[config.mk]
export PLATFORM = sky130hd
export DESIGN_NAME = volume_ctrl
export DESIGN_NICKNAME = d
export VERILOG_FILES = /design/src/rtl/volume_ctrl.sv
export SDC_FILE = /design/constraint.sdc
export NUM_CORES = 1
export LEC_CHECK = 0
export BUFFER_PORTS_ARGS = -buffer_cell sky130_fd_sc_hd__buf_2
export CORE_MARGIN = 5
export CORE_UTILIZATION = 40
export CTS_BUF_LIST = sky130_fd_sc_hd__clkbuf_8
export CTS_CLUSTER_DIAMETER = 40
export DETAILED_ROUTE_END_ITERATION = 8
export HOLD_SLACK_MARGIN = 0.08
export PLACE_DENSITY = 0.71
export SLEW_MARGIN = 30
export SYNTH_ARGS = -nofsm -noshare
export SYNTH_HDL_FRONTEND = slang
export SYNTH_SLANG_ARGS = --single-unit
export TNS_END_PERCENT = 100
[constraint.sdc]
create_clock -name clk_i -period 5.7 [get_ports clk_i]
set_input_delay 1.71 -clock clk_i [delete_from_list [all_inputs] [get_ports clk_i]]
set_output_delay 1.71 -clock clk_i [all_outputs]
set_load 0.03 [all_outputs]
[src/rtl/volume_ctrl.sv]
// Digital volume attenuator: a saturating attenuation level stepped by up/down
// controls, applied to each sample as an unsigned logical right shift.
module volume_ctrl #(
  parameter int width_p       = 24,
  parameter int shift_min_p   = 1,
  parameter int shift_max_p   = 7,
  parameter int shift_reset_p = 3
) (
  input  logic               clk_i,
  input  logic               reset_i,
  input  logic [width_p-1:0] sound_i,
  input  logic               up_i,
  input  logic               down_i,
  output logic [width_p-1:0] sound_o
);

  localparam int level_w_lp = $clog2(shift_max_p + 1);

  localparam logic [level_w_lp-1:0] level_min_lp   = level_w_lp'(shift_min_p);
  localparam logic [level_w_lp-1:0] level_max_lp   = level_w_lp'(shift_max_p);
  localparam logic [level_w_lp-1:0] level_reset_lp = level_w_lp'(shift_reset_p);

  // Encoding matches the {up_i, down_i} concatenation bit-for-bit.
  typedef enum logic [1:0] {
    cmd_hold = 2'b00,
    cmd_down = 2'b01,
    cmd_up   = 2'b10,
    cmd_both = 2'b11
  } cmd_e;

  cmd_e                  cmd;
  logic [level_w_lp-1:0] level_r;
  logic [level_w_lp-1:0] level_n;

  assign cmd = cmd_e'({up_i, down_i});

  always_comb begin
    // NOTE: default assigned first so every path through the case drives
    // level_n; a missing branch would otherwise infer a latch.
    level_n = level_r;
    unique case (cmd)
      cmd_up:   if (level_r < level_max_lp) level_n = level_r + 1'b1;
      cmd_down: if (level_r > level_min_lp) level_n = level_r - 1'b1;
      cmd_hold,
      cmd_both: level_n = level_r;
      default:  level_n = level_r;
    endcase
  end

  // Reset is synchronous and overrides any up/down request on the same edge.
  always_ff @(posedge clk_i) begin
    // NOTE: non-blocking assignment for state so every flop samples the
    // pre-edge values regardless of process ordering.
    if (!reset_i) level_r <= level_reset_lp;
    else          level_r <= level_n;
  end

  assign sound_o = sound_i >> level_r;

endmodule

==> results.md <==
* Hold depth at 3
* WP data arrival at 2.77 ns
* Avg WL per Cell at around 15 um
* Power Density at approximately 370 nW/um^2
* Reg with most FFs: level_r
* Residual DRC at 0
* Crit path kind: in2out
* Met1 Usage GRT at about 18%
* Pint at about 230 uW
* Post-layout util at between 50 and 60%
* Routed vias/inst at 5.46
* Netlist cell types at 27
* Reg2reg path depth at 5
* Htree depth at 1
* Final TNS setup at 0 ns
* Vias in the first global route at about 960
* RR Startpoint: level_r[1]$_SDFFE_PN1P_
* Crit path max-delay family: multiplexers
* Fin area at ~1400 um^2
* Largest register FFs at 3
* Initial core utilization at between 40% and 50%
* Post-synth EDFFs at 0
* GR peak layer: met2
* Post-synth ARST share at 0%
* Switch Pwr at 273 uW
* Worst R2R Setup Slack at approximately 3.4 ns
* Clk buf depth at 2
* Main synth FF type: dfxtp_1
* CTS Hold Buffers Added at 0
* All-layer global routing usage at roughly 14%
* Synth warn at 0
* Sequential cell area fraction in the yosys report at roughly 5.5%
* Max_slew headroom at a little under half
* Hold_ws at between 0.8 and 0.9 ns
* Area growth syn-to-layout at 27.2%
* Net Count, Synth at 142
* GRT Residual Overflow at 0
* Critical path capture point type: primary output
* Detail Placement HPWL at between 2 and 2.5 mm
* Synth top area share at 20.8%
* Min-delay worst type: reg2reg
* Max_cap viols at 0
* IO Count at between 50 and 60
* Unrepaired setup endpoints after global routing: false
* Yosys reg bits at 3
* Port Buffer Count at 51
* WHS Endpoint: level_r[0]$_SDFFE_PN1P_
* Worst skew pair latency at between 0.2 and 0.25 ns
* Core area at roughly 2500 um^2
* Top post-synthesis cells by area: mux4_2, mux2i_1, mux2_4
* Critical Path Start Type: primary input
* Global-route wire length before repair at 4.20 mm
* Pin slew with the least headroom to its limit at roughly 0.81 ns
* DR iter-0 viols at 88
* Post-route ant nets at 0
* CP required at 3.99 ns
* Via count at between 1000 and 1500
* FMAX at 223 MHz
* Largest fanout on the critical path at 4
* Row Count at 18
* Syn Inst Count at 109
* First-pass iteration count of the detailed router at 5
* Die ar. at a little under 4000 um^2
* Number of diodes at 0
* Initial antenna violation count at 0
* Share of the clock period used by the worst path at between 70% and 80%
* VDD IR max at ~0.26 mV
* Clk pwr share at a little under an eighth
* Seq pwr share at 9.2%
* Biggest regs: level_r (3)
* Layout cells sized above 1 at between 50% and 60%
* Worst r2r dst: level_r[1]$_SDFFE_PN1P_
* Routed wire length at 2.82 mm
* Most numerous cell on the critical path: buf_2
* Final nets at 190
* Setup Viol. Count Final at 0
* WP buf/inv at 2
* Clk pin slew, worst setup/hold paths at approximately 0.030 ns
* Worst clock skew at ~0.0035 ns
* CTS tree: done
* Post-cts sizing count at 0
* Die W at 62.0 um
* Power Total at 505 uW
* Placed inst area at between 1000 and 1500 um^2
* Largest net degree at the start of global routing at 33
* Met2 usage at roughly 25%
* Sw Share at 54.0%
* Synthesized area per cell at around 9.9 um^2
* Min-delay src: level_r[0]$_SDFFE_PN1P_
* Max Transition Viols Final at 0
* Period minus WS final at approximately 4.5 ns
* Die height at around 62 um
* CTS Sinks at 3
* Pleak at around 0.7 nW
* Crit path largest cell delay at between 0.4 and 0.5 ns
* Critical-path cell list: buf_2 > mux2_4 > mux4_2 > buf_2
* Outcome: completed
* Crit-path slowest cell: mux4_2
* Root buffer cell: clkbuf_8
* Gp weighted congestion at between 0.8 and 0.9
* Synth area leader: mux4_2
* Hold Vio Cnt, Final at 0
* Post-Syn Area at ~1100 um^2
* TritonCTS buffer count at 3
* Met3 Resource Use GR at 2.48%
* Gate power share at around four fifths
* Post-CTS Setup Bufs at 0
==> routing by layer <==
metal / routed length [um] / share of wire [%] / vias to the layer above
met5: 0 / 0 / -
met4: 0 / 0 / 0
met3: 252 / 8.9 / 0
met2: 1350 / 48 / 38
met1: 1220 / 43 / 476
li1: - / - / 502
==> worst register-to-register path: stages, from the launching register on <==
cell	delay, ns
dfxtp_1	0.76
inv_2	0.37
ha_1	0.29
o21ba_1	0.23
o21a_1	0.15
mux2_2	0.33
==> worst max path at each step <==
stage	startpoint	endpoint	cells after the start
2_1_floorplan	sound_i[20]	sound_o[18]	3
3_3_place_gp	sound_i[5]	sound_o[2]	4
3_5_place_dp	sound_i[6]	sound_o[6]	4
4_1_cts	sound_i[6]	sound_o[6]	4
5_1_grt	sound_i[18]	sound_o[15]	4
6_report	sound_i[6]	sound_o[6]	4
==> area by class of cell <==
| class | instances | area, um^2 |
|---|---|---|
| tap | 30 | 37.5 |
| sequential | 3 | 60.1 |
| clock inverter | 1 | 3.75 |
| timing repair buffer | 52 | 263 |
| inverter | 5 | 18.8 |
| multi-input combinational | 92 | 952 |
| fill | 242 | 1150 |
| clock buffer | 3 | 41.3 |
==> kinds of logic after synthesis <==
logic type,share of synthesized area (%)
adder cells (fa/ha/maj),5.78
flip-flops,5.55
AO/OA/AOI/OAI,7.05
multiplexers,65.7
buffers and inverters,6.47
XOR/XNOR,0.809
AND/OR/NAND/NOR,8.67
==> stage by stage <==
step / std cells / worst slack [ns]
global route: 186 / 1.20
detailed placement: 182 / 1.22
finish: 186 / 1.22
CTS: 186 / 1.22
global placement: 182 / 1.25
floorplan: 109 / 1.29
==> power by group through the flow <==
stage	Combinational [mW]	Sequential (mW)	Clock (mW)
6_report	0.399	0.0466	0.0592
5_1_grt	0.429	0.0484	0.0630
4_1_cts	0.402	0.0470	0.0606
3_5_place_dp	0.400	0.0472	0
3_3_place_gp	0.395	0.0469	0
2_1_floorplan	0.331	0.0296	0
==> cell usage after synthesis, types with 2 or more instances <==
master	number
a21oi_1	2
buf_1	2
buf_2	2
buf_4	2
clkbuf_1	2
dfxtp_1	3
ha_1	5
inv_1	4
mux2_2	12
mux2_4	10
mux2i_1	20
mux4_2	10
nand2_1	13
nand2b_1	2
nor2_1	6
nor3_1	2
o21ai_1	2
==> cells in the final DEF (no fill, tap or decap), drive strengths merged <==
cell and n:
nand2b 2, o21ba 1, a21oi 2, dfxtp 3, nand2 13, o21ai 3
mux4 10, clkbuf 3, mux2i 20, o211ai 1, o21a 1, nor3 2
inv 6, xnor2 1, nor2 6, o2bb2ai 1, buf 52, a41oi 1
o32ai 1, ha 5, mux2 22
Note: power is estimated with default switching activity, not from simulation.
